$ cat src/rtl/n101_pad_output_shaper.sv
// Pad output shaper: drives a pad from a flop so that every level is held for
// at least MIN_HOLD cycles, with level-follow and one-shot pulse modes.
module n101_pad_output_shaper #(
  parameter int unsigned MIN_HOLD = 4,
  parameter int unsigned CNT_W    = 8
) (
  input  logic             clock,
  input  logic             reset,
  input  logic             io_d,
  input  logic             io_mode,
  input  logic             io_pulse_req,
  input  logic [CNT_W-1:0] io_pulse_len,
  output logic             io_q,
  output logic             io_busy,
  output logic             io_ack
);

  typedef enum logic [1:0] {
    S_IDLE  = 2'd0,
    S_HOLD  = 2'd1,
    S_PULSE = 2'd2,
    S_GAP   = 2'd3
  } state_t;

  localparam logic [CNT_W-1:0] HOLD_MIN  = CNT_W'(MIN_HOLD);
  localparam logic [CNT_W-1:0] HOLD_LAST = CNT_W'(MIN_HOLD - 1);
  localparam logic [CNT_W-1:0] CNT_ONE   = CNT_W'(1);

  state_t           state, state_nx;
  logic [CNT_W-1:0] cnt, cnt_nx;
  logic             q_nx;
  logic             busy_nx;
  logic             ack_nx;
  logic             target;
  logic [CNT_W-1:0] pulse_len_eff;

  // State, counter and all outputs are flops; reset clears the pad asynchronously.
  always_ff @(posedge clock or posedge reset) begin
    if (reset) begin
      state   <= S_IDLE;
      cnt     <= '0;
      io_q    <= 1'b0;
      io_busy <= 1'b0;
      io_ack  <= 1'b0;
    end else begin
      state   <= state_nx;
      cnt     <= cnt_nx;
      io_q    <= q_nx;
      io_busy <= busy_nx;
      io_ack  <= ack_nx;
    end
  end

  // Next-state logic; busy and ack are derived from the next state so they line
  // up with the cycle they describe.
  always_comb begin
    state_nx      = state;
    cnt_nx        = cnt;
    q_nx          = io_q;
    target        = io_mode ? 1'b0 : io_d;
    pulse_len_eff = (io_pulse_len >= HOLD_MIN) ? io_pulse_len : HOLD_MIN;

    case (state)
      S_IDLE: begin
        // A pending level change wins over a pulse request.
        if (target != io_q) begin
          q_nx     = target;
          state_nx = S_HOLD;
          cnt_nx   = HOLD_LAST;
        end else if (io_mode && io_pulse_req && !io_q) begin
          q_nx     = 1'b1;
          state_nx = S_PULSE;
          cnt_nx   = pulse_len_eff - CNT_ONE;
        end
      end
      S_HOLD: begin
        if (cnt == '0) begin
          state_nx = S_IDLE;
        end else begin
          cnt_nx = cnt - CNT_ONE;
        end
      end
      S_PULSE: begin
        if (cnt == '0) begin
          q_nx     = 1'b0;
          state_nx = S_GAP;
          cnt_nx   = HOLD_LAST;
        end else begin
          cnt_nx = cnt - CNT_ONE;
        end
      end
      S_GAP: begin
        if (cnt == '0) begin
          state_nx = S_IDLE;
        end else begin
          cnt_nx = cnt - CNT_ONE;
        end
      end
      default: begin
        state_nx = S_IDLE;
        cnt_nx   = '0;
        q_nx     = 1'b0;
      end
    endcase

    busy_nx = (state_nx != S_IDLE);
    ack_nx  = (state_nx == S_GAP) && (cnt_nx == '0);
  end

endmodule
$ cat config.mk
export PLATFORM = sky130hd
export DESIGN_NAME = n101_pad_output_shaper
export DESIGN_NICKNAME = d
export VERILOG_FILES = /design/src/rtl/n101_pad_output_shaper.sv
export SDC_FILE = /design/constraint.sdc
export NUM_CORES = 1
export LEC_CHECK = 0
export ABC_AREA = 1
export CAP_MARGIN = 20
export CORE_MARGIN = 8
export CORE_UTILIZATION = 43
export DETAILED_ROUTE_END_ITERATION = 8
export PLACE_DENSITY = 0.67
export SYNTH_ARGS = -nofsm -noshare
export SYNTH_HDL_FRONTEND = slang
export SYNTH_SLANG_ARGS = --single-unit
$ cat constraint.sdc
create_clock -name clock -period 2.1 [get_ports clock]
set_input_delay 0.21 -clock clock [delete_from_list [all_inputs] [get_ports clock]]
set_output_delay 0.21 -clock clock [all_outputs]
set_load 0.01 [all_outputs]
======== Yosys cells after proc, flatten, opt, wreduce, memory -nomap -nowiden ========
Index checks and enable logic that the tools add are counted.
cells by class
  $lt $le $gt $ge ......................... 1
  reductions and logical operators ........ 11
  $add $sub $neg .......................... 2
  muxes and demuxes ....................... 16
  equal/unequal tests ..................... 7
operator list
  operator                                                                             count
  8-bit 2-to-1 mux                                                                     5
  8-bit case mux with 3 select lines                                                   1
  8-bit logical NOT                                                                    2
  8-bit by 1-bit subtractor with 8-bit output, second input constant                   2
  8-bit by 3-bit greater-or-equal comparator with 1-bit output, second input constant  1
  2-bit 2-to-1 mux                                                                     4
  2-bit equality test, second input constant                                           3
  2-bit case mux with 3 select lines                                                   1
  1-bit 2-to-1 mux                                                                     4
  2-bit nonzero test                                                                   2
  1-bit logical AND                                                                    3
  3-bit != test, second input constant                                                 1
  3-bit AND reduction                                                                  1
  2-bit by 1-bit equality test with 1-bit output, second input constant                1
  2-bit logical NOT                                                                    1
  2-bit != test, second input constant                                                 1
  1-bit case mux with 2 select lines                                                   1
  2-bit OR reduction                                                                   1
  1-bit logical NOT                                                                    1
  1-bit != test                                                                        1
storage, ports and cells
  register bits after elaboration ......... 13
  output and inout bits ................... 3

======== Longest topological paths before layout ========
Gate-level depths: netlist (run 1).
  word-level depth ........................ 8
  depth in mapped cells ................... 14
  depth with buffers taken out ............ 14

======== Worst setup path before layout (run 1) ========
No wires, ideal clock.
  kind .................................... register to register
  start point ............................. register cnt[0]
  end point ............................... register io_ack
  clock period less this slack ............ 1.765 ns
  library setup time ...................... 0.072 ns
  stages on the path, launching flop included .. 14
  setup slack ............................. 0.335 ns
  arrival time ............................ 1.693 ns
  required time ........................... 2.028 ns
  path through ............................ dfrtp_1 inv_1 ha_1 inv_1 nor2_4 nand2_4 ha_1 nand2_1 o21ai_0 a21oi_1 nand3_1 nor2_1 nand3_1 nor2_1
between the ends
  cells in the longest elaborated chain, start to end .. 5
  elaborated cells between the ends (all ways) .. 13
  classes of those cells .................. 1 x add/sub; 1 x eq/ne; 8 x mux; 3 x reduce/logical
RTL lines
  what                                                                                             line        source
  start: declaration                                                                               30          logic [CNT_W-1:0] cnt, cnt_nx;
  start signal: assignment                                                                         47          cnt <= cnt_nx;
  8-bit by 1-bit subtractor with 8-bit output, or another cell as far along                        80, 89, 96
  8-bit 2-to-1 mux, or another cell as far along                                                   77, 93
  8-bit case mux with 3 select lines / 2-bit case mux with 3 select lines (equally long branches)  63          case (state)
  8-bit logical NOT / 2-bit equality test (equally long branches)                                  107         ack_nx = (state_nx == S_GAP) && (cnt_nx == '0);
  1-bit logical AND (*)                                                                            107
  named net ack_nx                                                                                 33          logic ack_nx;
  end signal: assignment                                                                           50          io_ack <= ack_nx;
  end: declaration                                                                                 15          output logic io_ack
The timed path passes the listed nets; every way through them passes the cells marked *.
A chain may end at the register's enable or synchronous reset.

======== Worst setup path in the final report (run 1) ========
Same ends and word-level chain as after synthesis.

==> summary.md, run 1 <==
| Metric | Value |
|---|---|
| Critical path class | register to register |
| Worst Path Arrival | about 2.2 ns |
| Comb power frac | 0.132 |
| Antenna-violating nets left | 0 |
| Fillers | 246 |
| Starting Density | 0.446 |
| # DRC | 0 |
| Achievable clock frequency | 0.513 GHz |
| Crit path cell chain | inv_2, ha_1, inv_1, nor2_4, nand2_4, ha_1, nand2_1, o21ai_0, a21oi_2, nand3_1, nor2_1, nand3_1, nor2_1 |
| Clock buffer depth | 2 |
| Largest family of logic cells by synthesized area | simple AND/OR/NAND/NOR gates |
| Worst hold-check path type | input port to asynchronous set/reset pin |
| PD cells | ~350 mW/mm2 |
| Syn nets | 177 |
| Vert. Die Dim | 66.5 um |
| Adder-Cell Fraction of Synth Area | 0.0571 |
| I/O Buffers | 15 |
| Worst Clk Skew | 0.00233 ns |
| Worst Path Max Fanout | 4 |
| Layout cell share with drive strength beyond 1 | 0.202 |
| Clk_lat worst skew | 0.28 ns |
| Core ar. | 0.00245 mm2 |
| Most frequent cells in the layout | nand2_1, inv_1, clkdlybuf4s50_1 |
| Full die area | about 0.0044 mm2 |
| R2r endpoint | io_ack$_DFF_PP0_ |
| RSZ-0062 raised after global routing | no |
| Yosys top cell by area | dfrtp_1 |
| Worst-path clk slew | approximately 0.080 ns |
| Mapped Cells | approximately 160 |
| Reg2Reg Setup Slack | approximately 0.15 ns |
| Cell family with most CP delay | simple AND/OR/NAND/NOR gates |
| Root Driver | clkbuf_4 |
| Drt wl/cell | about 12 um |
| CTS buffer count | 3 |
| Largest net degree at the start of global routing | 14 |
| Most common cell after layout, fill and taps aside | nand2_1 |
| Netlist cell types | 23 |
| CP Depth | 13 |
| GRT overflow | 0 |
| N_diodes | 0 |
| Crit path launch | cnt[0]$_DFF_PP0_ |
| Vias per cell | 4.89 |
| Critical Path Sink | io_ack$_DFF_PP0_ |
| Placed Area | between 0.001 and 0.0015 mm2 |
| Outcome | complete, no violations |
| Iter 0 DRT Violations | 43 |
| Max IR drop VDD | approximately 0.00026 V |
| Ys Warns | 0 |
| Sw Ratio | 0.238 |
| Syn avg cell area | a little under 7 um2 |
| RR Startpoint | cnt[0]$_DFF_PP0_ |
| I/O Pins | 16 |
| CP peak stage delay | between 0.4 and 0.5 ns |
| Post-synth top area share | 0.297 |
| Compound-Gate Fraction of Synth Area | 0.0926 |
| Register share of total power | 0.536 |
| Vias in the first global route | just over 1,000 |
| Worst hold slack | 0.246 ns |
| Period utilisation layout | 0.928 |
| Fin crit period | approximately 1.9 ns |
| Setup TNS | 0 ns |
| Setup crit start kind | register |
| Final setup fails | 0 |
| Post-Synth Simple-Gate Area | 0.405 |
| Syn Std Cell Area | approximately 0.0011 mm2 |
| Max-cap violations | 0 |
| Area contributors post-synth | dfrtp_1, nand2_1, inv_1, nand3_1, ha_1 |
| Post-synthesis register bit count | 13 |
| Slowest stage cell on the critical path | dfrtp_1 |
| Initial antenna violation count | 0 |
| CP Data Required Time | 2.32 ns |
| Mux share of post-synthesis cell area | 0 |
| Final Slew Violations | 0 |
| Final Hold Fails | 0 |
| Element type at the critical path end | register |
| Int Power | roughly 360 uW |
| Xor and xnor area share after synthesis | 0.0400 |
| GPL Wtd Cong | between 0.8 and 0.9 |
| Final Cell Area | 0.00135 mm2 |
| Number of nets in the layout | around 200 |
| P_sw | between 100 and 150 uW |
| Routed vias | ~1,000 |
| Pre-antenna DRT Iters | 4 |
| Post-DP HPWL | roughly 2.1 mm |
| R2R cell count | 13 |
| Register area share after synthesis | 0.297 |
| Row count | 18 |
| Die outline width | 66.5 um |
| First-pass GRT wire length | between 4 and 5 mm |
| Leakage power | approximately 0.00069 uW |
| Total routed wirelength | between 2 and 3 mm |
| Sink Count | 13 |
| Hold-fix buffers, CTS | 0 |
| Max-Slew Margin vs Limit | 0.669 |
| Clock share of power | 0.331 |
| # H-tree levels | 1 |
| CTS tree | done |
| Worst path bufs/invs | 2 |
| Tot GR Track Use | 0.123 |
| Layout area overhead | 23.3% |
| Slew @ Worst Pin | just under 0.5 ns |
## worst min path at each step
stage / from / end / slack (ns) / cells past startpoint
2_1_floorplan: reset / cnt[0]$_DFF_PP0_ / 0.09 / 1
3_3_place_gp: io_q$_DFFE_PP0P_ / io_q$_DFFE_PP0P_ / 0.55 / 2
3_5_place_dp: cnt[7]$_DFF_PP0_ / cnt[7]$_DFF_PP0_ / 0.56 / 4
4_1_cts: reset / cnt[6]$_DFF_PP0_ / 0.26 / 2
5_1_grt: reset / cnt[6]$_DFF_PP0_ / 0.32 / 2
6_report: reset / cnt[3]$_DFF_PP0_ / 0.25 / 2
## repair_timing
item	CTS	global route
gates resized for setup	0	2
setup buffers	0	1
setup endpoints to repair	0	1
## cells in the mapped netlist
cell / n
a21oi_1: 7
a22oi_1: 1
a31oi_1: 1
dfrtp_1: 13
ha_1: 5
inv_1: 20
inv_2: 10
inv_4: 1
nand2_1: 39
nand2_2: 4
nand2_4: 4
nand3_1: 13
nand3_2: 2
nand4_1: 4
nor2_1: 13
nor2_2: 3
nor2_4: 2
nor2_8: 1
o21ai_0: 8
o21ai_1: 1
o21bai_1: 1
or3_1: 1
xor2_1: 5
## power by group through the flow
stage | combinational (uW) | clock, uW | sequential, uW
global route | 68.6 | 175 | 250
CTS | 61.6 | 161 | 250
floorplan | 25.9 | 0 | 255
detailed placement | 61.2 | 0 | 255
global placement | 58.8 | 0 | 255
finish | 61.6 | 154 | 250
## worst register-to-register path: stages (launching register included)
cell     delay [ns]
dfrtp_1        0.43
inv_2          0.10
ha_1           0.14
inv_1          0.06
nor2_4         0.16
nand2_4        0.08
ha_1           0.27
nand2_1        0.05
o21ai_0        0.12
a21oi_2        0.16
nand3_1        0.09
nor2_1         0.09
nand3_1        0.06
nor2_1         0.08
## metal layers
layer  global-route usage  wire (um)  vias up
li1                     -          -      552
met1                0.153       1150      457
met2                0.203       1230       28
met3               0.0101         89        5
met4               0.0720         54        0
met5                    0          0        -
## registers in the layout (all words and copies together), names as in the netlist
register and count:
cnt 8, io_ack 1, io_busy 1, io_q 1, state 2
## cell families (layout without fill, tap and decap cells)
kind of cell               count (synthesis)  count (layout)
xor gates and xnor gates                   5               5
AOI/OAI and AO/OA                         19              19
buffers and inverters                     31              55
adders and majority gates                  5               5
DFF                                       13              13
and+or+nand+nor                           86              86
## through the flow
| stage | util | total power, uW | worst slack (ns) | instances |
|---|---|---|---|---|
| after floorplan | - | 281 | 0.335 | 159 |
| after global placement | 0.535 | 314 | 0.0961 | 208 |
| after detailed placement | 0.535 | 316 | 0.0244 | 208 |
| after CTS | 0.545 | 473 | 0.0550 | 212 |
| after global routing | 0.550 | 494 | 0.0318 | 213 |
| final | 0.550 | 466 | 0.152 | 213 |
## area by class of cell
class                           instances  area [um2]  share of cell area
Timing Repair Buffer                   20         188               0.139
Tap cell                               30        37.5              0.0278
Clock buffer                            4        26.3              0.0195
Sequential cell                        13         325               0.241
Multi-Input combinational cell        115         654               0.485
Inverter                               31         119              0.0880
Power figures use the tool's default switching activity.
==> run 2, diff against run 1 <==
--- a/config.mk
+++ b/config.mk
@@ -7,10 +7,12 @@
 export LEC_CHECK = 0
 export ABC_AREA = 1
 export CAP_MARGIN = 20
+export CELL_PAD_IN_SITES_DETAIL_PLACEMENT = 0
+export CELL_PAD_IN_SITES_GLOBAL_PLACEMENT = 2
 export CORE_MARGIN = 8
-export CORE_UTILIZATION = 43
+export CORE_UTILIZATION = 29
 export DETAILED_ROUTE_END_ITERATION = 8
-export PLACE_DENSITY = 0.67
+export PLACE_DENSITY = 0.78
 export SYNTH_ARGS = -nofsm -noshare
 export SYNTH_HDL_FRONTEND = slang
 export SYNTH_SLANG_ARGS = --single-unit
==> summary.md, run 2 (synthesized netlist as in run 1, its figures left out) <==
| Metric | Value |
|---|---|
| RR Startpoint | cnt[0]$_DFF_PP0_ |
| CTS buffer count | 3 (unchanged) |
| Clock share of power | 0.406 (+0.075) |
| CP Data Required Time | 2.27 ns (-0.05 ns) |
| Worst Clk Skew | 0.00163 ns (-0.000703 ns) |
| Placed Area | 0.00134 mm2 (+2.3%) |
| Number of nets in the layout | 203 (+0.50%) |
| Antenna-violating nets left | 0 (unchanged) |
| Layout cell share with drive strength beyond 1 | 0.207 (+0.00434) |
| Max-Slew Margin vs Limit | 0.685 (+0.0158) |
| Sw Ratio | 0.208 (-0.0293) |
| Drt wl/cell | 11.1 um (-6.4%) |
| R2r endpoint | io_ack$_DFF_PP0_ |
| Final Cell Area | 0.00140 mm2 (+3.6%) |
| Int Power | 416 uW (+17%) |
| Fin crit period | 1.85 ns (-0.0991 ns) |
| Metal-1 WL | 1.24 mm (+8.0%) |
| First-pass GRT wire length | 4.66 mm (+8.4%) |
| Element type at the critical path end | register |
| Place WS | 0.0339 ns (+0.00949 ns) |
| Top flop regs | cnt (8), state (2) |
| Iter 0 DRT Violations | 45 (+4.7%) |
| Tot GR Track Use | 0.0930 (-0.0302) |
| Max IR drop VDD | 0.000122 V (-52%) |
| Register share of total power | 0.478 (-0.058) |
| I/O Pins | 16 (unchanged) |
| DR top layer | met4 |
| Worst hold-check path type | input port to asynchronous set/reset pin |
| Slowest stage cell on the critical path | dfrtp_1 |
| Most flops, register | cnt |
| Clk_lat worst skew | 0.23 ns (-0.05 ns) |
| Comb power frac | 0.116 (-0.016) |
| I/O Buffers | 15 (unchanged) |
| Routed vias | 1,011 (-3.0%) |
| P_sw | 109 uW (-1.2%) |
| Leakage power | 0.000699 uW (+1.7%) |
| Sink Count | 13 (unchanged) |
| Max-cap violations | 0 (unchanged) |
| PD cells | 375 mW/mm2 (+8.7%) |
| Outcome | complete, no violations |
| RSZ-0062 raised after global routing | no |
| Final setup margin | 0.251 ns (+0.0991 ns) |
| Critical path class | register to register |
| Reg2Reg Setup Slack | 0.25 ns (+0.10 ns) |
| Achievable clock frequency | 0.541 GHz (+5.4%) |
| Slew @ Worst Pin | 0.472 ns (-0.0237 ns) |
| Total routed wirelength | 2.57 mm (+2.0%) |
| Crit path launch | cnt[0]$_DFF_PP0_ |
| # H-tree levels | 1 (unchanged) |
| Initial antenna violation count | 0 (unchanged) |
| Final setup fails | 0 (unchanged) |
| Met2 routed WL | 1.24 mm (+0.49%) |
| Clock buffer depth | 2 (unchanged) |
| Vias in the first global route | 1,054 (+4.6%) |
| Met3 WL | 60 um (-33%) |
| Period utilisation layout | 0.880 (-0.0472) |
| CP peak stage delay | 0.39 ns (-0.04 ns) |
| Setup TNS | 0 ns (unchanged) |
| Post-DP HPWL | 2.25 mm (+7.6%) |
| N_diodes | 0 (unchanged) |
| Fillers | 406 (+65%) |
| Crit path cell chain | inv_2, ha_1, inv_1, nor2_4, nand2_4, ha_1, nand2_1, o21ai_1, a21oi_2, nand3_1, nor2_1, nand3_1, nor2_1 |
| Vert. Die Dim | 77.4 um (+17%) |
| Setup crit start kind | register |
| Hold-fix buffers, CTS | 0 (unchanged) |
| Root Driver | clkbuf_8 |
| Pre-antenna DRT Iters | 4 (unchanged) |
| Worst-path clk slew | 0.05 ns (-0.03 ns) |
| Worst Path Arrival | 2.02 ns (-0.14 ns) |
| Starting Density | 0.301 (-0.145) |
| Final Hold Fails | 0 (unchanged) |
| Worst hold slack | 0.298 ns (+0.0517 ns) |
| # DRC | 0 (unchanged) |
| Worst Path Max Fanout | 4 (unchanged) |
| Final Slew Violations | 0 (unchanged) |
| Vias per cell | 4.36 (-11%) |
| GPL Wtd Cong | 0.767 (-7.3%) |
| Final Power | 525 uW (+13%) |
| Die outline width | 77.4 um (+17%) |
| Core ar. | 0.00363 mm2 (+48%) |
| Most common cell after layout, fill and taps aside | nand2_1 |
| Max reg flops | 8 (unchanged) |
| GRT overflow | 0 (unchanged) |
| Layout area overhead | 27.8% |
| Most frequent cells in the layout | nand2_1, inv_1, clkdlybuf4s50_1 |
| CTS tree | done |
| R2R cell count | 13 (unchanged) |
| Critical Path Sink | io_ack$_DFF_PP0_ |
| Row count | 22 (+4) |
| Full die area | 0.00600 mm2 (+36%) |
| Largest net degree at the start of global routing | 14 (unchanged) |
run 2: worst min path at each step:
stage                             to              from  slack [ns]  cells past startpoint
floorplan           cnt[0]$_DFF_PP0_             reset        0.09                      1
global placement    cnt[6]$_DFF_PP0_             reset        0.55                      2
detailed placement  io_q$_DFFE_PP0P_  io_q$_DFFE_PP0P_        0.56                      2
CTS                 cnt[6]$_DFF_PP0_             reset        0.31                      2
global route        cnt[6]$_DFF_PP0_             reset        0.35                      2
finish              cnt[6]$_DFF_PP0_             reset        0.30                      2
run 2: repair_timing:
action | CTS | global route
gates resized for setup | 0 | 3
endpoints found under the setup margin | 0 | 1
hold endpoints to repair | 0 | 0
buffers inserted | 0 | 1
run 2: worst max-delay path, delay by kind of cell (launching register included):
kind / cells / cell delay [ns]
compound gates: 2 / 0.23
flops: 1 / 0.39
simple gates: 7 / 0.60
buf+inv: 2 / 0.14
fa+ha+maj: 2 / 0.41
run 2: layout make-up:
| class | count | area, um2 | share of cell area |
|---|---|---|---|
| Clock buffer | 4 | 45.0 | 0.0322 |
| Inverter | 31 | 119 | 0.0850 |
| Multi-Input combinational cell | 115 | 654 | 0.468 |
| Sequential cell | 13 | 325 | 0.233 |
| Tap cell | 48 | 60.1 | 0.0429 |
| Timing Repair Buffer | 21 | 195 | 0.140 |
run 2: routing by layer:
metal  global-route usage  vias up
li1                     -      557
met1                0.110      433
met2                0.163       19
met3              0.00922        2
met4               0.0453        0
met5                    0        -
run 2: power groups by stage:
stage	Clock, uW	Combinational [uW]	Sequential, uW
finish	213	60.8	251
global route	232	68.2	251
CTS	220	61.3	251
detailed placement	0	60.8	255
global placement	0	60.2	255
floorplan	0	25.9	255
run 2: metrics by stage:
stage	util	std cells
after detailed placement	0.369	227
after CTS	0.382	231
after global placement	0.369	227
after global routing	0.385	232
after floorplan	-	159
final	0.385	232
==> run 3, diff against run 2 <==
--- a/config.mk
+++ b/config.mk
@@ -9,6 +9,7 @@
 export CAP_MARGIN = 20
 export CELL_PAD_IN_SITES_DETAIL_PLACEMENT = 0
 export CELL_PAD_IN_SITES_GLOBAL_PLACEMENT = 2
+export CORE_ASPECT_RATIO = 1.1
 export CORE_MARGIN = 8
 export CORE_UTILIZATION = 29
 export DETAILED_ROUTE_END_ITERATION = 8
==> summary.md, run 3 (synthesized netlist as in run 1, its figures left out) <==
| Metric | Value |
|---|---|
| Outcome | complete, no violations |
| Layer with the highest usage | met2 |
| # H-tree levels | 1 (unchanged) |
| Sink Count | 13 (unchanged) |
| Starting Density | 0.302 (+0.000624) |
| GPL Wtd Cong | 0.750 (-2.3%) |
| Die outline width | 74.6 um (-3.7%) |
| Sw Ratio | 0.216 (+0.00751) |
| Max reg flops | 8 (unchanged) |
| Clock share of power | 0.413 (+0.007) |
| Clock buffer depth | 2 (unchanged) |
| # DRC | 0 (unchanged) |
| Max-cap violations | 0 (unchanged) |
| CP Data Required Time | 2.27 ns (about the same) |
| Antenna-violating nets left | 0 (unchanged) |
| Element type at the critical path end | register |
| Met3 usage | 0.0125 (+0.00324) |
| GRT overflow | 0 (unchanged) |
| Most flops, register | cnt |
| Most common cell after layout, fill and taps aside | nand2_1 |
| Row count | 23 (+4.5%) |
| Root Driver | clkbuf_8 |
| R2R cell count | 13 (unchanged) |
| RR Startpoint | cnt[0]$_DFF_PP0_ |
| Final Power | 532 uW (+1.3%) |
| Total routed wirelength | 2.60 mm (+1.1%) |
| Worst-path clk slew | 0.05 ns (about the same) |
| Full die area | 0.00600 mm2 (about the same) |
| RSZ-0062 raised after global routing | no |
| Pre-antenna DRT Iters | 4 (unchanged) |
| Hold-fix buffers, CTS | 0 (unchanged) |
| Setup TNS | 0 ns (unchanged) |
| Worst Path Max Fanout | 4 (unchanged) |
| Fin crit period | 1.91 ns (+0.0640 ns) |
| Period utilisation layout | 0.911 (+0.0305) |
| CTS buffer count | 3 (unchanged) |
| CTS tree | done |
| Max-Slew Margin vs Limit | 0.679 (-0.00558) |
| Worst hold-check path type | input port to asynchronous set/reset pin |
| Int Power | 417 uW (+0.33%) |
| N_diodes | 0 (unchanged) |
| Met1 Usage GRT | 0.117 (+0.00637) |
| Critical path class | register to register |
| GRT met2 Usage | 0.161 (-0.00201) |
| Slew @ Worst Pin | 0.481 ns (+0.00836 ns) |
| Vias in the first global route | 1,000 (-5.1%) |
| Largest net degree at the start of global routing | 14 (unchanged) |
| Final Slew Violations | 0 (unchanged) |
| I/O Pins | 16 (unchanged) |
| Core ar. | 0.00363 mm2 (-0.21%) |
| Final design utilization | 0.385 (+0.000452) |
| Most frequent cells in the layout | nand2_1, inv_1, clkdlybuf4s50_1 |
| First-pass GRT wire length | 4.50 mm (-3.4%) |
| Vert. Die Dim | 80.4 um (+3.9%) |
| Initial antenna violation count | 0 (unchanged) |
| Achievable clock frequency | 0.523 GHz (-3.3%) |
| Number of nets in the layout | 203 (unchanged) |
| I/O Buffers | 15 (unchanged) |
| P_sw | 115 uW (+4.9%) |
| Final setup fails | 0 (unchanged) |
| Comb power frac | 0.116 (about the same) |
| PD cells | 381 mW/mm2 (+1.4%) |
| Setup crit start kind | register |
| Iter 0 DRT Violations | 43 (-4.4%) |
| Clk_lat worst skew | 0.24 ns (about the same) |
| Final Hold Fails | 0 (unchanged) |
| Crit path launch | cnt[0]$_DFF_PP0_ |
| Worst Path Arrival | 2.08 ns (+0.06 ns) |
| Tot GR Track Use | 0.0978 (+0.00476) |
| Placed Area | 0.00135 mm2 (+0.19%) |
| Final Cell Area | 0.00140 mm2 (about the same) |
| Top flop regs | cnt (8), state (2) |
| Routed vias | 998 (-1.3%) |
| Layout cell share with drive strength beyond 1 | 0.201 (-0.00543) |
| Post-DP HPWL | 2.24 mm (-0.28%) |
| Max IR drop VDD | 0.000126 V (+2.9%) |
| Leakage power | 0.000700 uW (about the same) |
| Vias per cell | 4.26 (-2.1%) |
| Register share of total power | 0.472 (-0.006) |
| Layout area overhead | 27.7% (about the same) |
| Worst Clk Skew | 0.00250 ns (+0.000869 ns) |
| Drt wl/cell | 11.1 um (+0.26%) |
==> run 3: cell counts in the layout (fill, tap and decap cells not counted) <==
Identical to the previous run, type by type.
==> run 3: per-layer routing <==
layer	vias up	part of all wire
li1	555	-
met1	423	0.46
met2	16	0.48
met3	4	0.033
met4	0	0.022
met5	-	0
==> run 3: worst max-delay path, cell delays in order, from the launching register on <==
cell     delay (ns)
dfrtp_1        0.38
inv_2          0.08
ha_1           0.14
inv_1          0.06
nor2_4         0.12
nand2_4        0.08
ha_1           0.27
nand2_1        0.06
o21ai_0        0.10
a21oi_1        0.19
nand3_1        0.10
nor2_1         0.09
nand3_1        0.07
nor2_1         0.10
==> run 3: worst paths after layout <==
check / end / slack [ns]
max: io_ack$_DFF_PP0_ / 0.19
max reg2reg: io_ack$_DFF_PP0_ / 0.19
min in group clock: cnt[6]$_DFF_PP0_ / 0.57
min: io_q$_DFFE_PP0P_ / 0.28
max in group asynchronous: cnt[5]$_DFF_PP0_ / 1.49
min reg2reg: cnt[6]$_DFF_PP0_ / 0.57
==> run 3: power by group through the flow <==
stage / registers [uW] / clock network [uW] / logic (uW)
after global routing: 251 / 236 / 70.0
final: 251 / 219 / 61.7
after global placement: 255 / 0 / 61.2
after CTS: 251 / 224 / 62.5
after floorplan: 255 / 0 / 25.9
after detailed placement: 255 / 0 / 62.2
==> run 3: repair_timing <==
item	4_1_cts	5_1_grt
endpoints found under the setup margin	0	1
endpoints found under the hold margin	0	0
gates resized for setup	0	1
setup buffers	0	1
==> run 3: metrics by stage <==
stage	hold slack, ns	worst slack (ns)	cells
after floorplan	0.0870	0.335	159
after global placement	0.548	0.0601	229
after detailed placement	0.556	0.0254	229
after CTS	0.299	0.100	233
after global routing	0.341	0.0159	234
final	0.283	0.187	234
==> run 3: final cells by class <==
type	instances	area, um2
well taps	50	62.6
clock buffers	4	45.0
inverters	31	119
flip-flops and latches	13	325
multi-input cells	115	651
fillers	399	2230
repair buffers	21	195
